`config.mk`:
```
export PLATFORM = sky130hd
export DESIGN_NAME = trace_vector_packer
export DESIGN_NICKNAME = d
export VERILOG_FILES = /design/src/rtl/trace_vector_packer.sv
export SDC_FILE = /design/constraint.sdc
export NUM_CORES = 1
export LEC_CHECK = 0
export ABC_AREA = 0
export BUFFER_PORTS_ARGS = -buffer_cell sky130_fd_sc_hd__buf_2
export CAP_MARGIN = 20
export CORE_ASPECT_RATIO = 1.5
export CORE_MARGIN = 1
export CORE_UTILIZATION = 27
export CTS_CLUSTER_DIAMETER = 50
export CTS_CLUSTER_SIZE = 12
export DETAILED_ROUTE_END_ITERATION = 16
export PLACE_DENSITY_LB_ADDON = 0.25
export REMOVE_ABC_BUFFERS = 1
export SKIP_LAST_GASP = 1
export SYNTH_ARGS = -nofsm -noshare
export SYNTH_HDL_FRONTEND = slang
export SYNTH_SLANG_ARGS = --single-unit
```
`constraint.sdc`:
```
create_clock -name clk -period 2.8 [get_ports clk]
set_input_delay 0.14 -clock clk [delete_from_list [all_inputs] [get_ports clk]]
set_output_delay 0.14 -clock clk [all_outputs]
set_load 0.005 [all_outputs]
```
`src/rtl/trace_vector_packer.sv`:
```
// trace_vector_packer: writer-side front end for the input buffer queue.
// Packs N DATA_WIDTH samples (lane 0 first) into one vector and emits it as a
// single-cycle enqueue pulse. Partial vectors are closed early by eof_in and
// zero-padded. Credit-based flow control, sized to IB_DEPTH, stops the
// downstream queue from overflowing.
// Optional statistics counters: define TRACE_PACKER_STATS_EN.

module trace_vector_packer #(
  parameter int unsigned N          = 8,
  parameter int unsigned DATA_WIDTH = 32,
  parameter int unsigned IB_DEPTH   = 4
) (
  input  logic                            clk,
  input  logic                            rstn,
  input  logic                            valid_in,
  input  logic                            eof_in,
  input  logic [DATA_WIDTH-1:0]           data_in,
  output logic                            ready_out,
  input  logic                            credit_return,
  output logic                            enqueue,
  output logic                            eof_out,
  output logic [DATA_WIDTH-1:0]           vector_out [N-1:0],
  output logic [$clog2(IB_DEPTH+1)-1:0]   credits,
  output logic                            credit_err
`ifdef TRACE_PACKER_STATS_EN
  ,
  output logic [31:0]                     vec_count,
  output logic [31:0]                     pad_count
`endif
);

  localparam int unsigned IdxW  = $clog2(N);
  localparam int unsigned CredW = $clog2(IB_DEPTH + 1);

  localparam logic [IdxW-1:0]  LastIdx    = IdxW'(N - 1);
  localparam logic [CredW-1:0] MaxCredits = CredW'(IB_DEPTH);

  // Accumulator (vector being built) and output register are separate so a
  // new frame can start while the previous vector is being enqueued.
  logic [IdxW-1:0]       r_idx;
  logic [DATA_WIDTH-1:0] r_acc [N-1:0];
  logic [DATA_WIDTH-1:0] r_vec [N-1:0];
  logic                  r_enq;
  logic                  r_eof;
  logic [CredW-1:0]      r_credits;
  logic                  r_err;

  logic                  w_ready;
  logic                  w_accept;
  logic                  w_last_lane;
  logic                  w_complete;
  logic [IdxW-1:0]       w_idx_next;
  logic [DATA_WIDTH-1:0] w_acc_next [N-1:0];
  logic [DATA_WIDTH-1:0] w_vec_next [N-1:0];
  logic [CredW-1:0]      w_credits_next;
  logic                  w_err_next;

  // Handshake decode; ready depends on registered credits only.
  always_comb begin
    w_ready     = (r_credits != '0);
    w_accept    = valid_in & w_ready;
    w_last_lane = (r_idx == LastIdx);
    w_complete  = w_accept & (w_last_lane | eof_in);
  end

  // Accumulator and lane index next state.
  always_comb begin
    w_acc_next = r_acc;
    w_idx_next = r_idx;
    if (w_complete) begin
      for (int i = 0; i < int'(N); i++) begin
        w_acc_next[i] = '0;
      end
      w_idx_next = '0;
    end else if (w_accept) begin
      w_acc_next[r_idx] = data_in;
      w_idx_next        = r_idx + IdxW'(1);
    end
  end

  // Vector to emit on a completing beat: earlier lanes from the accumulator,
  // current lane from data_in, everything above it padded with zeros.
  always_comb begin
    for (int i = 0; i < int'(N); i++) begin
      if (IdxW'(i) < r_idx) begin
        w_vec_next[i] = r_acc[i];
      end else if (IdxW'(i) == r_idx) begin
        w_vec_next[i] = data_in;
      end else begin
        w_vec_next[i] = '0;
      end
    end
  end

  // Credit arithmetic; a simultaneous spend and return cancel out.
  always_comb begin
    w_credits_next = r_credits;
    w_err_next     = r_err;
    case ({w_complete, credit_return})
      2'b10: w_credits_next = r_credits - CredW'(1);
      2'b01: begin
        if (r_credits == MaxCredits) begin
          // Return with no outstanding vector: drop it and flag.
          w_err_next = 1'b1;
        end else begin
          w_credits_next = r_credits + CredW'(1);
        end
      end
      default: ;
    endcase
  end

  // Accumulator and lane index registers.
  always_ff @(posedge clk or negedge rstn) begin
    if (!rstn) begin
      r_idx <= '0;
      for (int i = 0; i < int'(N); i++) begin
        r_acc[i] <= '0;
      end
    end else begin
      r_idx <= w_idx_next;
      r_acc <= w_acc_next;
    end
  end

  // Output register: enqueue pulses for one cycle, vector holds otherwise.
  always_ff @(posedge clk or negedge rstn) begin
    if (!rstn) begin
      r_enq <= 1'b0;
      r_eof <= 1'b0;
      for (int i = 0; i < int'(N); i++) begin
        r_vec[i] <= '0;
      end
    end else begin
      r_enq <= w_complete;
      if (w_complete) begin
        r_vec <= w_vec_next;
        r_eof <= eof_in;
      end
    end
  end

  // Credit counter and sticky error flag.
  always_ff @(posedge clk or negedge rstn) begin
    if (!rstn) begin
      r_credits <= MaxCredits;
      r_err     <= 1'b0;
    end else begin
      r_credits <= w_credits_next;
      r_err     <= w_err_next;
    end
  end

  // Output drive.
  always_comb begin
    ready_out  = w_ready;
    enqueue    = r_enq;
    eof_out    = r_eof;
    vector_out = r_vec;
    credits    = r_credits;
    credit_err = r_err;
  end

`ifdef TRACE_PACKER_STATS_EN
  logic [31:0] r_vec_count;
  logic [31:0] r_pad_count;

  // Statistics: vectors emitted and total padded lanes (full vectors add 0).
  always_ff @(posedge clk or negedge rstn) begin
    if (!rstn) begin
      r_vec_count <= '0;
      r_pad_count <= '0;
    end else if (w_complete) begin
      r_vec_count <= r_vec_count + 32'd1;
      r_pad_count <= r_pad_count + (32'(N - 1) - 32'(r_idx));
    end
  end

  // Statistics output drive.
  always_comb begin
    vec_count = r_vec_count;
    pad_count = r_pad_count;
  end
`endif

endmodule

```
==> results.json <==
{
  "status": "finished clean",
  "clk_latency_ns": 0.61,
  "power.switching_w": 0.00990,
  "routed_wl_microns": 74800,
  "hold_viol": 0,
  "clk_pin_slew_ns": 0.06,
  "place.port_buffers": 299,
  "worst_ep_arrival_time_ns": 2.92,
  "p_int_w": 0.0163,
  "dr_wl_met2_microns": 36500,
  "synth_seq_cells": 489,
  "worst_pin_slew_ns": 1.00,
  "synthDistinctLibCells": 49,
  "insertedDiodeCount": 0,
  "ant_nets": 0,
  "rr_startpoint": "r_idx[0]",
  "num-fill-cells": 7657,
  "routed.top_layer": "met4",
  "met3WireLength_microns": 3730,
  "wl_met1_microns": 32000,
  "layout_common_cells": "487 x dfrtp_1, 321 x nor2_1, 298 x buf_2, 231 x nand2_1, 128 x a221oi_1",
  "required_ns": 3.33,
  "yosys.area.top_type": "dfrtp_1",
  "fin_skew_ns": 0.0224,
  "die_area_sq_um": 75900,
  "num_vias": 16406,
  "setup-tns-final_ns": 0,
  "synthFlopType": "dfrtp_1",
  "synthCells": 1922,
  "crit_type": "reg2reg",
  "end_kind": "flop",
  "clkPwrFrac_pct": 24.8,
  "wl_per_cell_microns": 23.5,
  "cts_buffer_depth": 3,
  "rsz0062_at_grt": "false",
  "finalMaxSlewViolations": 0,
  "dr.pass1.iters": 5,
  "pwr_density_cell_nw_per_um2": 1060,
  "layout_commonest_cell": "dfrtp_1",
  "cts_sinks": 489,
  "yosysWarnings": 0,
  "syn_area_sq_um": 20200,
  "p_seq_share_pct": 41.6,
  "p_total_w": 0.0262,
  "period_share_pct": 85.2,
  "drc": 0,
  "num_rows": 122,
  "rr_worst_depth": 9,
  "start_util_pct": 27.3,
  "grt_pass1_vias": 16147,
  "synth_area_leaders": "dfrtp_1 60%, nor2_1 6.0%, a221oi_1 5.6%, nand2_1 4.4%, a22o_1 4.2%",
  "slew_headroom_pct": 33.3,
  "swShare_pct": 37.8,
  "place_congestion": 0.807,
  "r2r_slack_ns": 0.42,
  "core_sq_um": 73900,
  "viasPerCell": 5.15,
  "max-cap-violations": 0,
  "grt_max_degree": 95,
  "die_h_microns": 337,
  "yosysSeqAreaShare_pct": 60.6,
  "setup.worst_path.start_class": "flop",
  "clock-root-buffer": "clkbuf_16",
  "final_layout_size_suffix_gt1_share_pct": 21.3,
  "cts_setup_buffers": 0,
  "track_usage_pct": 19.6,
  "multiInputGateArea_sq_um": 7020,
  "cts_tree": "built",
  "antenna_found_initial": 0,
  "grt_pass1_wl_microns": 110000,
  "io_pins": 300,
  "dpl.hpwl_microns": 48100,
  "design_area_sq_um": 24600,
  "cts_made_buffers": 50,
  "drt_first_iter_violations": 1187,
  "fmax_ghz": 0.419,
  "irDropWorstVdd_uv": 476,
  "comb_power_share_pct": 33.6,
  "cts_resized": 0,
  "fin_crit_ns": 2.38,
  "syn_to_final_growth_pct": 21.8,
  "gr-total-overflow": 0,
  "cp_max_fo": 7,
  "ys_async_sr_fraction_pct": 100,
  "syn_avg_cell_area_sq_um": 10.5,
  "cts_max_level": 2,
  "synth_top_area_share_pct": 60.5,
  "r2r_end": "credits[1]",
  "placed_area_sq_um": 22700,
  "leakage_nw": 11.1,
  "finalSetupViolations": 0,
  "fp.dieW_microns": 225,
  "seq_area_sq_um": 12200,
  "nets": 2211,
  "hold_class": "in2async",
  "synth-edff-count": 0
}
power by group through the flow:
stage / combinational, W / clock (W) / sequential (W)
2_1_floorplan: 0.00380 / 0 / 0.0109
3_3_place_gp: 0.00883 / 0 / 0.0109
3_5_place_dp: 0.00891 / 0 / 0.0110
4_1_cts: 0.00897 / 0.00670 / 0.0109
5_1_grt: 0.00970 / 0.00696 / 0.0112
6_report: 0.00879 / 0.00649 / 0.0109
layout make-up:
type / count / share of cell area (%)
Sequential cell: 489 / 49.7
Clock inverter: 9 / 0.448
Inverter: 4 / 0.0915
Clock buffer: 65 / 5.66
Tap cell: 992 / 5.05
Timing Repair Buffer: 397 / 10.5
Multi-Input combinational cell: 1227 / 28.5
state kept, by name, indices dropped and copies added (netlist names):
signal,cells
r_acc,224
credits,3
r_idx,3
credit_err,1
eof_out,1
vector_out,256
enqueue,1
through the flow:
step           worst slack [ns]  hold slack, ns  utilization (%)  instances
6_report                  0.416          0.0728             33.3       3183
5_1_grt                   0.224           0.109             33.3       3183
4_1_cts                   0.395          0.0969             33.3       3183
3_5_place_dp              0.411           0.152             30.8       3073
3_3_place_gp              0.416           0.145             30.8       3073
2_1_floorplan             -2.44          -0.156                -       1720
kinds of logic after synthesis:
kind of cell	synth area share (%)
AO/OA/AOI/OAI	19.6
flip-flops	60.6
XOR/XNOR	0.0867
buffers and inverters	5.37
AND/OR/NAND/NOR	14.0
adder cells (fa/ha/maj)	0.347
critical path, cell delays in order (launching register included):
cell      delay, ns
dfrtp_1        0.38
ha_1           0.21
ha_1           0.25
o21a_2         0.32
nand2_8        0.13
nand2_1        0.08
fa_1           0.51
o221ai_1       0.12
a31oi_1        0.17
o22a_1         0.15
worst max-delay path by stage:
stage / to / startpoint / cells after the start
after floorplan: vector_out[192] / r_idx[2] / 5
after global placement: credits[1] / r_idx[0] / 9
after detailed placement: vector_out[210] / r_idx[2] / 5
after CTS: r_acc[32] / r_idx[0] / 7
after global routing: vector_out[207] / r_idx[0] / 8
final: credits[1] / r_idx[0] / 9
metal layers:
| layer | vias up | track usage [%] |
|---|---|---|
| met5 | - | 0 |
| met4 | 0 | 7.18 |
| met3 | 122 | 2.88 |
| met2 | 524 | 32.4 |
| met1 | 8459 | 25.8 |
| li1 | 7301 | - |
cells in the mapped netlist, types with 3 or more instances:
master	instances
a31oi_1	97
o2bb2ai_1	64
nor2_1	322
inv_2	3
and2_1	4
buf_2	74
clkbuf_1	81
buf_1	3
nand3_1	70
buf_6	17
dfrtp_1	488
clkbuf_2	4
a22o_1	96
o21ai_2	3
ha_1	4
a221oi_1	128
and3_1	5
and2b_1	5
o21ai_0	122
o21ai_1	14
buf_4	23
nor2b_1	29
nand2_1	235
repair_timing:
action / 4_1_cts / 5_1_grt
endpoints found under the setup margin: 0 / 0
hold endpoints to repair: 331 / 0
hold buffers: 36 / 0
(Power assumes the default switching activity.)
